`src/rtl/aes_word_io_if.sv`:
```
`timescale 1ns/1ps
`default_nettype none
// ============================================================================
//  Module      : aes_word_io_if
//  Description : Bundles the aes_word_io signals. The slave modport is the
//                word I/O block. The master modport is everything around it:
//                the host on the word side and the AES core on the block side.
//  Revision    : 1.0  initial release
// ============================================================================
interface aes_word_io_if;
    logic         in_valid;
    logic         in_ready;
    logic [31:0]  in_data;
    logic         in_keysel;
    logic [127:0] aes_key;
    logic [127:0] aes_data;
    logic         aes_start;
    logic         aes_done;
    logic [127:0] aes_out;
    logic         out_valid;
    logic         out_ready;
    logic [31:0]  out_data;
    logic         out_last;
    logic         busy;

    modport master (
        output in_valid, in_data, in_keysel, aes_done, aes_out, out_ready,
        input  in_ready, aes_key, aes_data, aes_start, out_valid, out_data,
               out_last, busy
    );

    modport slave (
        input  in_valid, in_data, in_keysel, aes_done, aes_out, out_ready,
        output in_ready, aes_key, aes_data, aes_start, out_valid, out_data,
               out_last, busy
    );
endinterface
`default_nettype wire

```
`src/rtl/aes_word_io.sv`:
```
`timescale 1ns/1ps
`default_nettype none
// ============================================================================
//  Module      : aes_word_io
//  Description : 32-bit word front end for a 128-bit AES core. The block
//                gathers key and data words from the host, starts the core,
//                captures the ciphertext, and returns it as four words.
//                Optional macro AES_KEY_REUSE_EN: when it is defined, a block
//                whose first word has in_keysel=0 carries only four data words
//                and reuses the key that is already loaded.
//  Revision    : 1.0  initial release
// ============================================================================
module aes_word_io (
    input  logic          clk,
    input  logic          rst,
    aes_word_io_if.slave  bus
);
    localparam logic [2:0] S_IDLE  = 3'd0;
    localparam logic [2:0] S_LOAD  = 3'd1;
    localparam logic [2:0] S_START = 3'd2;
    localparam logic [2:0] S_WAIT  = 3'd3;
    localparam logic [2:0] S_CAPT  = 3'd4;
    localparam logic [2:0] S_SEND  = 3'd5;

    logic [2:0]   state_q, state_d;
    logic [2:0]   wcnt_q,  wcnt_d;
    logic [1:0]   ocnt_q,  ocnt_d;
    logic [127:0] key_q,   key_d;
    logic [127:0] data_q,  data_d;
    logic [127:0] obuf_q,  obuf_d;

    logic         ready;
    logic         accept;
    logic [2:0]   first_idx;
    logic [2:0]   widx;
    logic [1:0]   wsel;
    logic [1:0]   osel;

    // A key-less block skips the four key slots. It starts at data word 0,
    // which is slot 4 of the 8-slot block.
`ifdef AES_KEY_REUSE_EN
    assign first_idx = bus.in_keysel ? 3'd0 : 3'd4;
`else
    assign first_idx = 3'd0;
`endif

    // Input handshake. The block takes no words while reset is held.
    assign ready  = rst && ((state_q == S_IDLE) || (state_q == S_LOAD));
    assign accept = bus.in_valid && ready;
    assign widx   = (state_q == S_IDLE) ? first_idx : wcnt_q;
    assign wsel   = 2'd3 - widx[1:0];
    assign osel   = 2'd3 - ocnt_q;

    // Next-state logic: word loading, core handshake and output sequencing.
    always_comb begin
        state_d = state_q;
        wcnt_d  = wcnt_q;
        ocnt_d  = ocnt_q;
        key_d   = key_q;
        data_d  = data_q;
        obuf_d  = obuf_q;

        // The most significant word comes first, so slot 0 of each group
        // lands in bits [127:96].
        if (accept) begin
            if (!widx[2]) begin
                key_d[{wsel, 5'd0} +: 32] = bus.in_data;
            end else begin
                data_d[{wsel, 5'd0} +: 32] = bus.in_data;
            end
        end

        case (state_q)
            S_IDLE: begin
                if (accept) begin
                    wcnt_d  = widx + 3'd1;
                    state_d = S_LOAD;
                end
            end
            S_LOAD: begin
                if (accept) begin
                    if (widx == 3'd7) begin
                        wcnt_d  = 3'd0;
                        state_d = S_START;
                    end else begin
                        wcnt_d  = widx + 3'd1;
                    end
                end
            end
            S_START: begin
                state_d = S_WAIT;
            end
            S_WAIT: begin
                if (bus.aes_done) begin
                    state_d = S_CAPT;
                end
            end
            S_CAPT: begin
                // The core presents its result one cycle after aes_done.
                obuf_d  = bus.aes_out;
                state_d = S_SEND;
            end
            S_SEND: begin
                if (bus.out_ready) begin
                    if (ocnt_q == 2'd3) begin
                        ocnt_d  = 2'd0;
                        state_d = S_IDLE;
                    end else begin
                        ocnt_d  = ocnt_q + 2'd1;
                    end
                end
            end
            default: begin
                state_d = S_IDLE;
            end
        endcase
    end

    // State registers. Reset is asynchronous and abandons any partial block.
    always_ff @(posedge clk or negedge rst) begin
        if (!rst) begin
            state_q <= S_IDLE;
            wcnt_q  <= 3'd0;
            ocnt_q  <= 2'd0;
            key_q   <= '0;
            data_q  <= '0;
            obuf_q  <= '0;
        end else begin
            state_q <= state_d;
            wcnt_q  <= wcnt_d;
            ocnt_q  <= ocnt_d;
            key_q   <= key_d;
            data_q  <= data_d;
            obuf_q  <= obuf_d;
        end
    end

    assign bus.in_ready  = ready;
    assign bus.aes_key   = key_q;
    assign bus.aes_data  = data_q;
    assign bus.aes_start = (state_q == S_START);
    assign bus.out_valid = (state_q == S_SEND);
    assign bus.out_data  = obuf_q[{osel, 5'd0} +: 32];
    assign bus.out_last  = (state_q == S_SEND) && (ocnt_q == 2'd3);
    assign bus.busy      = (state_q != S_IDLE);
endmodule
`default_nettype wire

```
`src/flat_wrapper.sv`:
```
// flat-port wrapper written by rule: the top's interface ports become plain ports
module aes_word_io_flat 
  (clk, rst, bus_in_valid, bus_in_data, bus_in_keysel, bus_aes_done, bus_aes_out, bus_out_ready, bus_in_ready, bus_aes_key, bus_aes_data, bus_aes_start, bus_out_valid, bus_out_data, bus_out_last, bus_busy);
  aes_word_io_if bus_i ();
  input  logic clk;
  input  logic rst;
  input wire logic [$bits(bus_i.in_valid)-1:0] bus_in_valid;
  input wire logic [$bits(bus_i.in_data)-1:0] bus_in_data;
  input wire logic [$bits(bus_i.in_keysel)-1:0] bus_in_keysel;
  input wire logic [$bits(bus_i.aes_done)-1:0] bus_aes_done;
  input wire logic [$bits(bus_i.aes_out)-1:0] bus_aes_out;
  input wire logic [$bits(bus_i.out_ready)-1:0] bus_out_ready;
  output wire logic [$bits(bus_i.in_ready)-1:0] bus_in_ready;
  output wire logic [$bits(bus_i.aes_key)-1:0] bus_aes_key;
  output wire logic [$bits(bus_i.aes_data)-1:0] bus_aes_data;
  output wire logic [$bits(bus_i.aes_start)-1:0] bus_aes_start;
  output wire logic [$bits(bus_i.out_valid)-1:0] bus_out_valid;
  output wire logic [$bits(bus_i.out_data)-1:0] bus_out_data;
  output wire logic [$bits(bus_i.out_last)-1:0] bus_out_last;
  output wire logic [$bits(bus_i.busy)-1:0] bus_busy;
  assign bus_i.in_valid = bus_in_valid;
  assign bus_i.in_data = bus_in_data;
  assign bus_i.in_keysel = bus_in_keysel;
  assign bus_i.aes_done = bus_aes_done;
  assign bus_i.aes_out = bus_aes_out;
  assign bus_i.out_ready = bus_out_ready;
  assign bus_in_ready = bus_i.in_ready;
  assign bus_aes_key = bus_i.aes_key;
  assign bus_aes_data = bus_i.aes_data;
  assign bus_aes_start = bus_i.aes_start;
  assign bus_out_valid = bus_i.out_valid;
  assign bus_out_data = bus_i.out_data;
  assign bus_out_last = bus_i.out_last;
  assign bus_busy = bus_i.busy;
  aes_word_io u_core (.clk(clk), .rst(rst), .bus(bus_i));
endmodule
```
`config.mk`:
```
export PLATFORM = sky130hd
export DESIGN_NAME = aes_word_io_flat
export DESIGN_NICKNAME = d
export VERILOG_FILES = /design/src/rtl/aes_word_io_if.sv /design/src/rtl/aes_word_io.sv /design/src/flat_wrapper.sv
export SDC_FILE = /design/constraint.sdc
export NUM_CORES = 1
export LEC_CHECK = 0
export ABC_AREA = 0
export BUFFER_PORTS_ARGS = -buffer_cell sky130_fd_sc_hd__buf_4
export CORE_UTILIZATION = 50
export CTS_CLUSTER_DIAMETER = 40
export DETAILED_ROUTE_END_ITERATION = 8
export PLACE_DENSITY_LB_ADDON = 0.05
export SLEW_MARGIN = 15
export SYNTH_ARGS = -nofsm -noshare
export SYNTH_HDL_FRONTEND = slang
export SYNTH_SLANG_ARGS = --single-unit
```
`constraint.sdc`:
```
create_clock -name clk -period 3 [get_ports clk]
set_clock_uncertainty 0.2 [all_clocks]
set_input_delay 0 -clock clk [delete_from_list [all_inputs] [get_ports clk]]
set_output_delay 0 -clock clk [all_outputs]
set_load 0.05 [all_outputs]
```
==> run metrics <==
Seq/Total Area, Yosys=0.583; Pwr per Cell Area=1120 nW/um^2; Sink Count=392; Post-Syn Nets=1305; Synth Register Bits=just under 400; status=completed; post-synthesis area per instance=between 10 and 15 um^2; clock latency at the later pin of the worst-skew pair=550 ps; max cap viols=0; post-route ant nets=0; Syn Inst Count=about 1100; Pins Over Slew Limit=0; critical path data arrival time=between 2000 and 3000 ps; Hold Crit Class=input port to register; vias per cell=approximately 5.6; largest area contributor in the netlist=dfrtp_1; die area=34400 um^2; die width=186 um; P_leak=0.0120 uW; dominant synthesized flop cell=dfrtp_1; number of flops mapped to enable cells by yosys=0; setup TNS=0 ps; Total Nets Final=slightly below 2000; Max H-tree Level=2; FF-to-FF End=u_core.bus.aes_key[110]; first-pass GRT wire length=between 70000 and 80000 um; Setup Viol. Count Final=0; RSZ-0062 raised after global routing=false; GRT overflow=0; DRC viols=0; Final GP Congestion=0.782; Yosys Warn Count=0; CP Launch Type=register; crit path max fanout=20; Final min period=around 2600 ps; post-synthesis async set-or-reset flop share=1.00; layout cell share with drive strength beyond 1=0.487; Max Root-Sink Buffers=3; Hold Crit Endpoint=u_core.obuf_q[17]; fin area=24200 um^2; I/O Buffers=457; Mapped Area=16800 um^2; fmax=roughly 0.38 GHz; Power Total=27100 uW; Worst IR Drop VDD=0.815 mV; Post-DP Area=between 20000 and 25000 um^2; antenna violations before repair=1; DRT Pass-1 Iters=5; Final Cycle Share=0.883; drt initial violations=between 900 and 1000; synth top area cells=dfrtp_1, mux2_2, mux2_4; I/O pins=around 460; TritonCTS Buffers=53; worst endpoint required time=3210 ps; critical path class=register to register; CTS tree=done; share of the synthesized area in the top cell type=0.583; Hold Crit Start=bus_aes_out[17]; reg2reg path depth=8; vias post-DR=12400; largest net degree at the start of global routing=182; pre-CTS setup slack=approximately 350 ps; Unique masters post-synth=38; Core ar.=32900 um^2; clock transition at the registers of the reported paths=50 ps; synth-to-layout area growth=43.5%; Slew @ Worst Pin=roughly 940 ps; Total GRT Usage=0.295; worst r2r src=u_core.state_q[0]; endpoint class of the critical path=register; routed wire length=50600 um; flop2flop setup slack=350 ps; final worst setup slack=around 350 ps; detailed placement HPWL=32000 um; vias in the first global route=13400; Final Hold Fails=0; die height=186 um; clk root buf=clkbuf_16; number of core rows=66; drt wl/cell=roughly 23 um; Rel. slew slack=0.373; fillcell total=approximately 2200; Initial Utilization=0.512; worst hold path cell count=3
-- where the power goes --
part	switching, uW	internal [uW]	total (uW)
Clock	2360	3900	6260
Sequential	1090	7070	8160
Combinational	7990	4660	12700
Total	11400	15600	27100
-- worst max-delay path: stages, from the launching register on --
cell       delay [ps]
dfrtp_1           480
o31a_4            490
inv_4             220
ha_1              200
a21boi_4          180
buf_4             230
nand2_1           100
buf_4             240
o2bb2ai_1         160
-- cell families (layout without fill, tap and decap cells) --
kind of cell	after synthesis	count (layout)	synth area share
buf+inv	108	768	0.0377
fa+ha+maj	7	7	0.00520
mux	292	292	0.230
flops	392	392	0.583
other cells	0	1	0
simple gates	197	197	0.0694
compound gates	136	136	0.0751
-- through the flow --
stage | hold WS (ps) | util | cells
2_1_floorplan | -496 | - | 1132
3_3_place_gp | -242 | 0.629 | 1968
3_5_place_dp | -234 | 0.629 | 1968
4_1_cts | 1.17 | 0.735 | 2234
5_1_grt | 23.6 | 0.735 | 2235
6_report | 19.1 | 0.735 | 2235
-- placed cells by master, fill, tap and decap left out, types with 9 or more instances in the layout --
cell / instances
buf_4: 486
a32o_1: 64
clkinv_2: 10
mux2_2: 176
dfrtp_1: 391
and3_1: 66
and2_1: 35
nand3_1: 68
clkbuf_16: 55
mux2_1: 23
clkbuf_8: 12
mux2_4: 60
mux4_2: 32
dlygate4sd3_1: 167
buf_12: 9
o2bb2ai_1: 64
-- routing by layer --
metal	share of wire	wire length [um]	up-vias	GRT usage
li1	-	-	5482	-
met3	0.084	4260	114	0.0812
met2	0.48	24300	480	0.480
met5	0	0	-	0
met4	0.041	2090	0	0.124
met1	0.39	19900	6355	0.370
-- registers in the layout, summed over array words and instances (netlist names) --
name	cells
u_core.bus.aes_data	128
u_core.bus.aes_key	128
u_core.obuf_q	128
u_core.state_q	3
u_core.wcnt_q	3
u_core.ocnt_q	2
-- repair_timing --
item,in CTS,in global routing
hold endpoints to repair,735,0
setup buffers,0,0
setup endpoints to repair,0,0
hold buffers,168,0
resized for setup,0,0
-- area by class of cell --
cell class	count	area, um^2	area share
Inverter	6	25.0	0.00104
Tap cell	442	553	0.0229
Clock buffer	75	1570	0.0651
Antenna cell	1	2.50	0.000104
Clock inverter	23	223	0.00922
Sequential cell	392	9810	0.406
Multi-Input combinational cell	632	6430	0.266
Timing Repair Buffer	664	5540	0.229
-- worst max-delay path by stage --
stage	startpoint	endpoint	slack (ps)	cells after the start
2_1_floorplan	u_core.state_q[0]	u_core.bus.aes_data[66]	290	11
4_1_cts	u_core.state_q[0]	u_core.bus.aes_key[110]	350	8
5_1_grt	u_core.state_q[2]	u_core.bus.aes_data[105]	170	9
3_5_place_dp	u_core.state_q[0]	u_core.bus.aes_key[109]	350	8
3_3_place_gp	u_core.state_q[0]	u_core.bus.aes_key[111]	390	8
6_report	u_core.state_q[0]	u_core.bus.aes_key[110]	350	8
-- cell usage after synthesis, types with 2 or more instances --
library cell	number
dfrtp_1	392
mux2_2	176
nand3_1	70
and3_1	68
a32o_1	64
o2bb2ai_1	64
mux2_4	60
buf_2	44
and2_1	35
mux4_2	32
clkbuf_1	31
mux2_1	23
buf_4	15
buf_6	9
nand2_1	8
ha_1	7
inv_1	5
nor2_1	4
buf_12	3
and3b_1	2
nand3_4	2
nor3_1	2
No activity file was read; power rests on OpenSTA's default activity.
